`src/rtl/i2c_txn_sequencer_if.sv`:
```
`default_nettype none
// =============================================================================
// i2c_txn_sequencer_if : host command, byte streams and byte-master control
// Rev 1.0
// =============================================================================
interface i2c_txn_sequencer_if #(
  parameter int MAX_LEN = 16
) ();
  localparam int LW = $clog2(MAX_LEN + 1);

  logic          cmd_valid;
  logic          cmd_ready;
  logic [6:0]    cmd_addr;
  logic          cmd_rw;
  logic [LW-1:0] cmd_len;

  logic          wr_valid;
  logic          wr_ready;
  logic [7:0]    wr_data;

  logic          rd_valid;
  logic [7:0]    rd_data;

  logic          busy;
  logic          done;
  logic          err;

  logic          m_start;
  logic          m_stop;
  logic          m_i2c_en;
  logic [7:0]    m_tx_data;
  logic          m_ready;
  logic          m_tx_done;
  logic [7:0]    m_rx_data;

  // sequencer view
  modport slave (
    input  cmd_valid, cmd_addr, cmd_rw, cmd_len,
    input  wr_valid, wr_data,
    input  m_ready, m_tx_done, m_rx_data,
    output cmd_ready, wr_ready, rd_valid, rd_data,
    output busy, done, err,
    output m_start, m_stop, m_i2c_en, m_tx_data
  );

  // host plus byte-master view
  modport master (
    output cmd_valid, cmd_addr, cmd_rw, cmd_len,
    output wr_valid, wr_data,
    output m_ready, m_tx_done, m_rx_data,
    input  cmd_ready, wr_ready, rd_valid, rd_data,
    input  busy, done, err,
    input  m_start, m_stop, m_i2c_en, m_tx_data
  );
endinterface
`default_nettype wire

```
`src/rtl/i2c_txn_sequencer.sv`:
```
`default_nettype none
// =============================================================================
// i2c_txn_sequencer : sequences START / address / data bytes / STOP on a byte master
// Rev 1.0
// =============================================================================
module i2c_txn_sequencer #(
  parameter int MAX_LEN = 16,
  parameter int TIMEOUT = 4096,
  parameter int SETTLE  = 2
) (
  input  logic               clk,
  input  logic               reset,
  i2c_txn_sequencer_if.slave bus
);
  localparam int LW = $clog2(MAX_LEN + 1);
  localparam int TW = $clog2(TIMEOUT);
  localparam int SW = $clog2(SETTLE + 1);
  localparam logic [LW-1:0] MAX_LEN_V  = LW'(MAX_LEN);
  localparam logic [TW-1:0] TMO_LAST   = TW'(TIMEOUT - 1);
  localparam logic [SW-1:0] SETTLE_END = SW'(SETTLE - 1);

  // {i2c_en, start, stop}
  localparam logic [2:0] OP_NONE  = 3'b000;
  localparam logic [2:0] OP_START = 3'b110;
  localparam logic [2:0] OP_WRITE = 3'b100;
  localparam logic [2:0] OP_READ  = 3'b111;
  localparam logic [2:0] OP_STOP  = 3'b101;

  typedef enum logic [3:0] {
    S_IDLE   = 4'd0,
    S_START  = 4'd1,
    S_ADDR   = 4'd2,
    S_WFETCH = 4'd3,
    S_WDATA  = 4'd4,
    S_RDATA  = 4'd5,
    S_STOP   = 4'd6,
    S_DONE   = 4'd7,
    S_ERR    = 4'd8
  } state_t;

  state_t        state, state_nxt;
  logic [6:0]    addr_q;
  logic          rw_q;
  logic [LW-1:0] len_q;
  logic [LW-1:0] cnt;
  logic          phase;
  logic [SW-1:0] settle;
  logic [TW-1:0] tmo;
  logic          err_q;
  logic [7:0]    tx_q;
  logic          rd_valid_q;
  logic [7:0]    rd_data_q;

  logic          in_op;
  logic          op_complete;
  logic          op_timeout;
  logic          len_bad;
  logic          last_byte;
  logic          restart;
  logic          accept;
  logic          wr_take;
  logic          cmd_ready;
  logic          wr_ready;
  logic          done;
  logic [2:0]    op_lv;
  logic          unused_tx_done;

  assign unused_tx_done = bus.m_tx_done;

  assign in_op = (state == S_START) || (state == S_ADDR) || (state == S_WDATA) ||
                 (state == S_RDATA) || (state == S_STOP);
  // Completion wins over a timeout landing in the same cycle.
  assign op_complete = in_op && phase && bus.m_ready && (settle == SETTLE_END);
  assign op_timeout  = in_op && !op_complete && (tmo == TMO_LAST);
  assign len_bad     = (bus.cmd_len == '0) || (bus.cmd_len > MAX_LEN_V);
  assign last_byte   = (cnt == (len_q - LW'(1)));

  always_comb begin
    state_nxt = state;
    restart   = 1'b0;
    accept    = 1'b0;
    wr_take   = 1'b0;
    cmd_ready = 1'b0;
    wr_ready  = 1'b0;
    done      = 1'b0;
    op_lv     = OP_NONE;
    case (state)
      S_IDLE: begin
        cmd_ready = 1'b1;
        if (bus.cmd_valid) begin
          accept  = 1'b1;
          restart = 1'b1;
          state_nxt = len_bad ? S_ERR : S_START;
        end
      end
      S_START: begin
        op_lv = OP_START;
        if (op_complete) begin
          state_nxt = S_ADDR;
          restart   = 1'b1;
        end else if (op_timeout) begin
          state_nxt = S_STOP;
          restart   = 1'b1;
        end
      end
      S_ADDR: begin
        op_lv = OP_WRITE;
        if (op_complete) begin
          state_nxt = rw_q ? S_RDATA : S_WFETCH;
          restart   = 1'b1;
        end else if (op_timeout) begin
          state_nxt = S_STOP;
          restart   = 1'b1;
        end
      end
      S_WFETCH: begin
        wr_ready = 1'b1;
        if (bus.wr_valid) begin
          wr_take   = 1'b1;
          state_nxt = S_WDATA;
          restart   = 1'b1;
        end
      end
      S_WDATA: begin
        op_lv = OP_WRITE;
        if (op_complete) begin
          state_nxt = last_byte ? S_STOP : S_WFETCH;
          restart   = 1'b1;
        end else if (op_timeout) begin
          state_nxt = S_STOP;
          restart   = 1'b1;
        end
      end
      S_RDATA: begin
        op_lv = OP_READ;
        // Staying in RDATA with a fresh restart re-issues the READ op.
        if (op_complete) begin
          state_nxt = last_byte ? S_STOP : S_RDATA;
          restart   = 1'b1;
        end else if (op_timeout) begin
          state_nxt = S_STOP;
          restart   = 1'b1;
        end
      end
      S_STOP: begin
        op_lv = OP_STOP;
        if (op_complete) begin
          state_nxt = S_DONE;
        end else if (op_timeout) begin
          state_nxt = S_IDLE;
        end
      end
      S_DONE: begin
        done      = 1'b1;
        state_nxt = S_IDLE;
      end
      S_ERR: begin
        done      = 1'b1;
        state_nxt = S_IDLE;
      end
      default: state_nxt = S_IDLE;
    endcase
  end

  always_ff @(posedge clk) begin
    if (reset) begin
      state      <= S_IDLE;
      addr_q     <= '0;
      rw_q       <= 1'b0;
      len_q      <= '0;
      cnt        <= '0;
      phase      <= 1'b0;
      settle     <= '0;
      tmo        <= '0;
      err_q      <= 1'b0;
      tx_q       <= 8'hFF;
      rd_valid_q <= 1'b0;
      rd_data_q  <= 8'h00;
    end else begin
      state      <= state_nxt;
      rd_valid_q <= 1'b0;

      if (accept) begin
        addr_q <= bus.cmd_addr;
        rw_q   <= bus.cmd_rw;
        len_q  <= bus.cmd_len;
        cnt    <= '0;
        err_q  <= len_bad;
      end

      // Phase A waits for the master to drop m_ready, phase B for a stable m_ready run.
      if (restart) begin
        phase  <= 1'b0;
        settle <= '0;
        tmo    <= '0;
      end else if (in_op) begin
        tmo <= tmo + TW'(1);
        if (!phase) begin
          if (!bus.m_ready) phase <= 1'b1;
        end else begin
          settle <= bus.m_ready ? settle + SW'(1) : '0;
        end
      end

      if (op_timeout) err_q <= 1'b1;

      if ((state == S_START) && op_complete) tx_q <= {addr_q, rw_q};
      if (wr_take) tx_q <= bus.wr_data;

      if ((state == S_RDATA) && op_complete) begin
        rd_data_q  <= bus.m_rx_data;
        rd_valid_q <= 1'b1;
      end

      if (((state == S_WDATA) || (state == S_RDATA)) && op_complete) cnt <= cnt + LW'(1);
    end
  end

  assign bus.cmd_ready = cmd_ready;
  assign bus.wr_ready  = wr_ready;
  assign bus.rd_valid  = rd_valid_q;
  assign bus.rd_data   = rd_data_q;
  assign bus.busy      = (state != S_IDLE);
  assign bus.done      = done;
  assign bus.err       = err_q;
  assign bus.m_i2c_en  = op_lv[2];
  assign bus.m_start   = op_lv[1];
  assign bus.m_stop    = op_lv[0];
  assign bus.m_tx_data = tx_q;
endmodule
`default_nettype wire
```
`src/flat_wrapper.sv`:
```
// flat-port wrapper written by rule: the top's interface ports become plain ports
module i2c_txn_sequencer_flat 
#(
  parameter int MAX_LEN = 16,
  parameter int TIMEOUT = 4096,
  parameter int SETTLE  = 2
)
  (clk, reset, bus_cmd_valid, bus_cmd_addr, bus_cmd_rw, bus_cmd_len, bus_wr_valid, bus_wr_data, bus_m_ready, bus_m_tx_done, bus_m_rx_data, bus_cmd_ready, bus_wr_ready, bus_rd_valid, bus_rd_data, bus_busy, bus_done, bus_err, bus_m_start, bus_m_stop, bus_m_i2c_en, bus_m_tx_data);
  i2c_txn_sequencer_if #(.MAX_LEN(MAX_LEN)) bus_i ();
  input  logic clk;
  input  logic reset;
  input wire logic [$bits(bus_i.cmd_valid)-1:0] bus_cmd_valid;
  input wire logic [$bits(bus_i.cmd_addr)-1:0] bus_cmd_addr;
  input wire logic [$bits(bus_i.cmd_rw)-1:0] bus_cmd_rw;
  input wire logic [$bits(bus_i.cmd_len)-1:0] bus_cmd_len;
  input wire logic [$bits(bus_i.wr_valid)-1:0] bus_wr_valid;
  input wire logic [$bits(bus_i.wr_data)-1:0] bus_wr_data;
  input wire logic [$bits(bus_i.m_ready)-1:0] bus_m_ready;
  input wire logic [$bits(bus_i.m_tx_done)-1:0] bus_m_tx_done;
  input wire logic [$bits(bus_i.m_rx_data)-1:0] bus_m_rx_data;
  output wire logic [$bits(bus_i.cmd_ready)-1:0] bus_cmd_ready;
  output wire logic [$bits(bus_i.wr_ready)-1:0] bus_wr_ready;
  output wire logic [$bits(bus_i.rd_valid)-1:0] bus_rd_valid;
  output wire logic [$bits(bus_i.rd_data)-1:0] bus_rd_data;
  output wire logic [$bits(bus_i.busy)-1:0] bus_busy;
  output wire logic [$bits(bus_i.done)-1:0] bus_done;
  output wire logic [$bits(bus_i.err)-1:0] bus_err;
  output wire logic [$bits(bus_i.m_start)-1:0] bus_m_start;
  output wire logic [$bits(bus_i.m_stop)-1:0] bus_m_stop;
  output wire logic [$bits(bus_i.m_i2c_en)-1:0] bus_m_i2c_en;
  output wire logic [$bits(bus_i.m_tx_data)-1:0] bus_m_tx_data;
  assign bus_i.cmd_valid = bus_cmd_valid;
  assign bus_i.cmd_addr = bus_cmd_addr;
  assign bus_i.cmd_rw = bus_cmd_rw;
  assign bus_i.cmd_len = bus_cmd_len;
  assign bus_i.wr_valid = bus_wr_valid;
  assign bus_i.wr_data = bus_wr_data;
  assign bus_i.m_ready = bus_m_ready;
  assign bus_i.m_tx_done = bus_m_tx_done;
  assign bus_i.m_rx_data = bus_m_rx_data;
  assign bus_cmd_ready = bus_i.cmd_ready;
  assign bus_wr_ready = bus_i.wr_ready;
  assign bus_rd_valid = bus_i.rd_valid;
  assign bus_rd_data = bus_i.rd_data;
  assign bus_busy = bus_i.busy;
  assign bus_done = bus_i.done;
  assign bus_err = bus_i.err;
  assign bus_m_start = bus_i.m_start;
  assign bus_m_stop = bus_i.m_stop;
  assign bus_m_i2c_en = bus_i.m_i2c_en;
  assign bus_m_tx_data = bus_i.m_tx_data;
  i2c_txn_sequencer #(.MAX_LEN(MAX_LEN), .TIMEOUT(TIMEOUT), .SETTLE(SETTLE)) u_core (.clk(clk), .reset(reset), .bus(bus_i));
endmodule
```
`config.mk`:
```
export PLATFORM = sky130hd
export DESIGN_NAME = i2c_txn_sequencer_flat
export DESIGN_NICKNAME = d
export VERILOG_FILES = /design/src/rtl/i2c_txn_sequencer_if.sv /design/src/rtl/i2c_txn_sequencer.sv /design/src/flat_wrapper.sv
export SDC_FILE = /design/constraint.sdc
export NUM_CORES = 1
export LEC_CHECK = 0
export CORE_ASPECT_RATIO = 0.75
export CORE_MARGIN = 4
export CORE_UTILIZATION = 52
export CTS_BUF_LIST = sky130_fd_sc_hd__clkbuf_8
export DETAILED_ROUTE_END_ITERATION = 8
export HOLD_SLACK_MARGIN = 0.12
export PLACE_DENSITY = 0.91
export SLEW_MARGIN = 20
export SYNTH_ARGS = -nofsm -noshare
export SYNTH_HDL_FRONTEND = slang
export SYNTH_SLANG_ARGS = --single-unit
```
`constraint.sdc`:
```
create_clock -name clk -period 2.5 [get_ports clk]
set_clock_uncertainty 0.1 [all_clocks]
set_input_delay 0.375 -clock clk [delete_from_list [all_inputs] [get_ports clk]]
set_output_delay 0.375 -clock clk [all_outputs]
set_load 0.01 [all_outputs]
```
* Yosys cells after proc, flatten, opt, wreduce, memory -nomap -nowiden
Cells that the tools add are included.
Operators by class: equal/unequal tests 14, reduce and logical (&&, ||, !) cells 27, order comparisons 1, mux-type cells 35, add/sub/neg operators 4
Operators with widths (number):
- two-way mux 4 bit | 10
- case mux 4 bit (7 select lines) | 1
- equality test 4 x 3 -> 1 bit, second input constant | 4
- two-way mux 8 bit | 2
- two-way mux 1 bit | 14
- adder 12 x 1 -> 12 bit, second input constant | 1
- equality test 12 bit, second input constant | 1
- case mux 3 bit (4 select lines) | 1
- two-way mux 5 bit | 2
- equality test 4 x 2 -> 1 bit, second input constant | 2
- logical AND 1 bit | 8
- logical OR 1 bit | 6
- two-way mux 3 bit | 2
- nonzero test 2 bit | 3
- OR reduction 2 bit | 3
- adder 5 x 1 -> 5 bit, second input constant | 1
- equality test 5 bit | 1
- > comparator 5 bit, second input constant | 1
- zero test 5 bit | 1
- subtractor 5 x 1 -> 5 bit, second input constant | 1
- equality test 4 x 1 -> 1 bit, second input constant | 1
- equality test 4 bit, second input constant | 1
- zero test 4 bit | 1
- two-way mux 2 bit | 2
- other kinds (10) | 11
Word-level totals: logic and storage cells 93, output and inout port bits 25, register bits after elaboration 55, input bits 35

* Logic depth before layout (Yosys ltp)
depth after elaboration 15, depth in mapped cells 8, mapped depth without buffers 7

* Worst setup path after synthesis
No wires, ideal clock.
path kind reg-to-reg, start reg u_core.settle[1], end reg u_core.state[1], buffers on the path 1, setup slack 0.694 ns, library setup time 0.125 ns, arrival time 1.582 ns, clock period less this slack 1.806 ns, required time 2.275 ns, stages on the path, launching flop included 8, path through dfxtp_1 > inv_1 > ha_1 > and3_1 > clkbuf_1 > or4_4 > a21boi_1 > o32ai_1
Between the ends: cells in the longest elaborated chain, start to end 8, elaborated cells between the ends (all ways) 14, classes of those cells eq/ne (2); mux (7); reduce/logical (5)
RTL lines:
- start, declared | line i2c_txn_sequencer.sv:47 | logic [SW-1:0] settle;
- start signal, assigned | line i2c_txn_sequencer.sv:201 | settle <= bus.m_ready ? settle + SW'(1) : '0;
- equality test 2 x 1 -> 1 bit (*) | line i2c_txn_sequencer.sv:73 | assign op_complete = in_op && phase && bus.m_ready && (settle == SETTLE_END);
- logical AND 1 bit (*) | line i2c_txn_sequencer.sv:73
- zero test 1 bit | line i2c_txn_sequencer.sv:74 | assign op_timeout = in_op && !op_complete && (tmo == TMO_LAST);
- logical AND 1 bit (2 in a row) | line i2c_txn_sequencer.sv:74
- two-way mux 4 bit
- two-way mux 4 bit (on tied branches)
- case mux 4 bit (7 select lines) | line i2c_txn_sequencer.sv:87 | case (state)
- end signal, assigned | line i2c_txn_sequencer.sv:180 | state <= state_nxt;
- end, declared | line i2c_txn_sequencer.sv:41 | state_t state, state_nxt;
Mark *: on every way between the ends. The rest lies on a longest branch, timed or not. A chain may end at the register's enable or synchronous reset.

* Worst setup path in the final report
start reg u_core.state[2], end out bus_wr_ready
Between the ends: cells in the longest elaborated chain, start to end 2
RTL lines:
- equality test 4 x 2 -> 1 bit | line i2c_txn_sequencer.sv:87
- two-way mux 1 bit | line i2c_txn_sequencer.sv:87
- end, declared | line flat_wrapper.sv:22 | output wire logic [$bits(bus_i.wr_ready)-1:0] bus_wr_ready;
No other way between the ends.

==> run_results.csv <==
group,metric,value,unit
run_status,status,"finished, final reports clean",
detailed_routing,drc,0,
floorplan,die-width,90.94,um
timing,grt_setup_unrepaired,"false",
placement,dpl.hpwl,4.866,mm
yosys,syn_nets,363,
timing,tns,0,ps
timing,hold_violations,0,
placement,dp_worst_setup_slack,265.8,ps
placement,place.gp.congestion,0.9916,
worst_setup_path,arrival,1940,ps
cts,cts_tree,"yes",
worst_setup_path,r2r_setup_slack,450,ps
global_route,grt_max_degree,27,
yosys,yosysUniqueCellTypes,53,
detailed_routing,routed_wl,6.702,mm
cts,hold_buffers,0,
global_route,antenna_found_initial,0,
global_route,grtUsageTotal,0.2166,
cts,cts-htree-levels,2,
detailed_routing,routed_via_density,5.682,
yosys,ys_async_sr_fraction,0,
timing,final-setup-viol-count,0,
cts,cts-root-buf,"clkbuf_8",
floorplan,start_util,0.5444,
global_route,grt_pass1_vias,2355,
floorplan,num_rows,22,
worst_setup_path,worstPathMaxFanout,11,
floorplan,die_area,0.006384,mm2
layout,syn_to_final_growth,28.54,%
worst_setup_path,cp_data_required_time,2030,ps
pwr,max-vdd-ir-drop,0.2907,mV
timing,timing.final.ws_setup,82.24,ps
detailed_routing,wl_per_cell,15.03,um
detailed_routing,antenna_left,0,
worst_setup_path,worstSetupPathType,"register to output pin",
global_route,grt_pass1_wl,11.18,mm
cts,cts.sinks,55,
layout,n_antenna_cell,0,
placement,placedCellCount,438,
layout,layout.nets,424,
placement,portBuffers,58,
cts,numCtsBuffers,5,
timing,post-route-min-period,2418,ps
worst_setup_path,endpoint_kind,"output pin",
pwr,p_leak,1.384,nW
yosys,synth_edf_count,0,
timing,fin_crit_sh,0.9671,
detailed_routing,vias,2534,
cts,clk_pin_slew,100,ps
yosys,ys_seq_elements,55,
pwr,fin_total_pwr,1.684,mW
yosys,synth-main-ff-cell,"dfxtp_1",
yosys,synth_area_per_cell,8.280,um2
yosys,synthCells,324,
timing,report.final.slew_viol_count,0,
cts,clk_latency,320,ps
layout,nFillCells,371,
layout,final_common_cell,"clkdlybuf4s50_1",
pwr,power_density,488.3,mW/mm2
timing,relSlewSlack,0.6616,
yosys,ys_warn_count,0,
detailed_routing,drt_first_pass_iters,7,
hold_path,min_path_type,"register to register",
floorplan,ioPinCount,60,
layout,stdcell_count,446,
timing,worst_pin_slew,506.4,ps
timing,fmax,0.4136,GHz
global_route,overflow,0,
detailed_routing,drt_iter0_markers,187,
worst_setup_path,start_kind,"register",
floorplan,dieHeight,70.20,um
cts,cts_buffer_depth,2,
floorplan,core,0.004927,mm2
layout,layout-drive-gt1-share,0.08549,
yosys,synthesis.area,0.002683,mm2
layout,final_cell_mix,"58 x clkdlybuf4s50_1, 53 x dfxtp_1, 50 x nand2_1, 46 x nor2_1, 24 x a21oi_1",
run,cap_violations,0,
yosys,seq_area_frac_synth,0.4104,
-- cell usage after synthesis (7+ instances only) --
cell | instances | area, um2
a21oi_1 | 25 | 125.1
clkbuf_1 | 7 | 26.28
dfxtp_1 | 55 | 1101
mux2i_1 | 16 | 160.2
nand2_1 | 50 | 187.7
nand4_1 | 8 | 50.05
nor2_1 | 46 | 172.7
nor3_1 | 8 | 40.04
o211ai_1 | 8 | 60.06
o21ai_0 | 7 | 35.03
xnor2_1 | 13 | 113.9
xor2_1 | 10 | 87.58
-- power breakdown --
part | switching (mW) | internal [mW] | total [mW]
sequential | 0.0215 | 0.896 | 0.918
clock | 0.308 | 0.203 | 0.511
combinational | 0.126 | 0.129 | 0.255
total | 0.455 | 1.23 | 1.68
-- layout make-up --
type / instances / area (um2) / area share
tap: 60 / 75.07 / 0.02177
inverter: 9 / 33.78 / 0.009797
timing repair buffer: 70 / 670.6 / 0.1945
clock buffer: 5 / 68.82 / 0.01996
multi-input combinational: 244 / 1473 / 0.4271
sequential: 55 / 1104 / 0.3200
clock inverter: 3 / 23.77 / 0.006894
-- worst max-delay path: stages, from the launching register on --
cell and delay (ps):
dfxtp_1 430, nand2b_1 250, or2_1 290, inv_2 110, clkdlybuf4s50_1 540
-- routing by layer --
layer  up-vias  track usage  share of wire
li1       1249            -              -
met5         -            0              0
met1      1147       0.2820           0.44
met3        19      0.05920          0.082
met2       119       0.3467           0.46
met4         0      0.07358          0.021
-- flip-flops by register name, indices dropped and copies added (netlist names) --
signal	count
u_core.addr_q	7
u_core.bus.err	1
u_core.bus.m_tx_data	8
u_core.bus.rd_data	8
u_core.bus.rd_valid	1
u_core.cnt	5
u_core.len_q	5
u_core.phase	1
u_core.rw_q	1
u_core.settle	2
u_core.state	4
u_core.tmo	12
-- final timing paths --
check                    from               end  depth (start not counted)
max           u_core.state[2]      bus_wr_ready                          4
min          u_core.addr_q[3]  u_core.addr_q[3]                          2
max reg2reg   u_core.state[2]   u_core.state[0]                          5
min reg2reg  u_core.addr_q[3]  u_core.addr_q[3]                          2
-- what timing repair did --
item / 4_1_cts / 5_1_grt
gates cloned: 0 / 0
setup endpoints to repair: 1 / 3
buffers inserted: 0 / 0
gates resized for setup: 1 / 2
-- kinds of logic after synthesis --
group / synth area share
buffers and inverters: 0.04198
AOI/OAI and AO/OA: 0.1381
muxes: 0.06390
adders and majority gates: 0.01866
and+or+nand+nor: 0.2519
xor gates and xnor gates: 0.07509
DFF: 0.4104
-- per-stage QoR --
step,hold slack (ps),area (um2),util
2_1_floorplan,331.7,2683,-
3_3_place_gp,341.2,3349,0.6798
3_5_place_dp,348.0,3349,0.6798
4_1_cts,361.8,3443,0.6988
5_1_grt,384.2,3448,0.6998
6_report,363.0,3448,0.6998
Power figures use the tool's default switching activity.
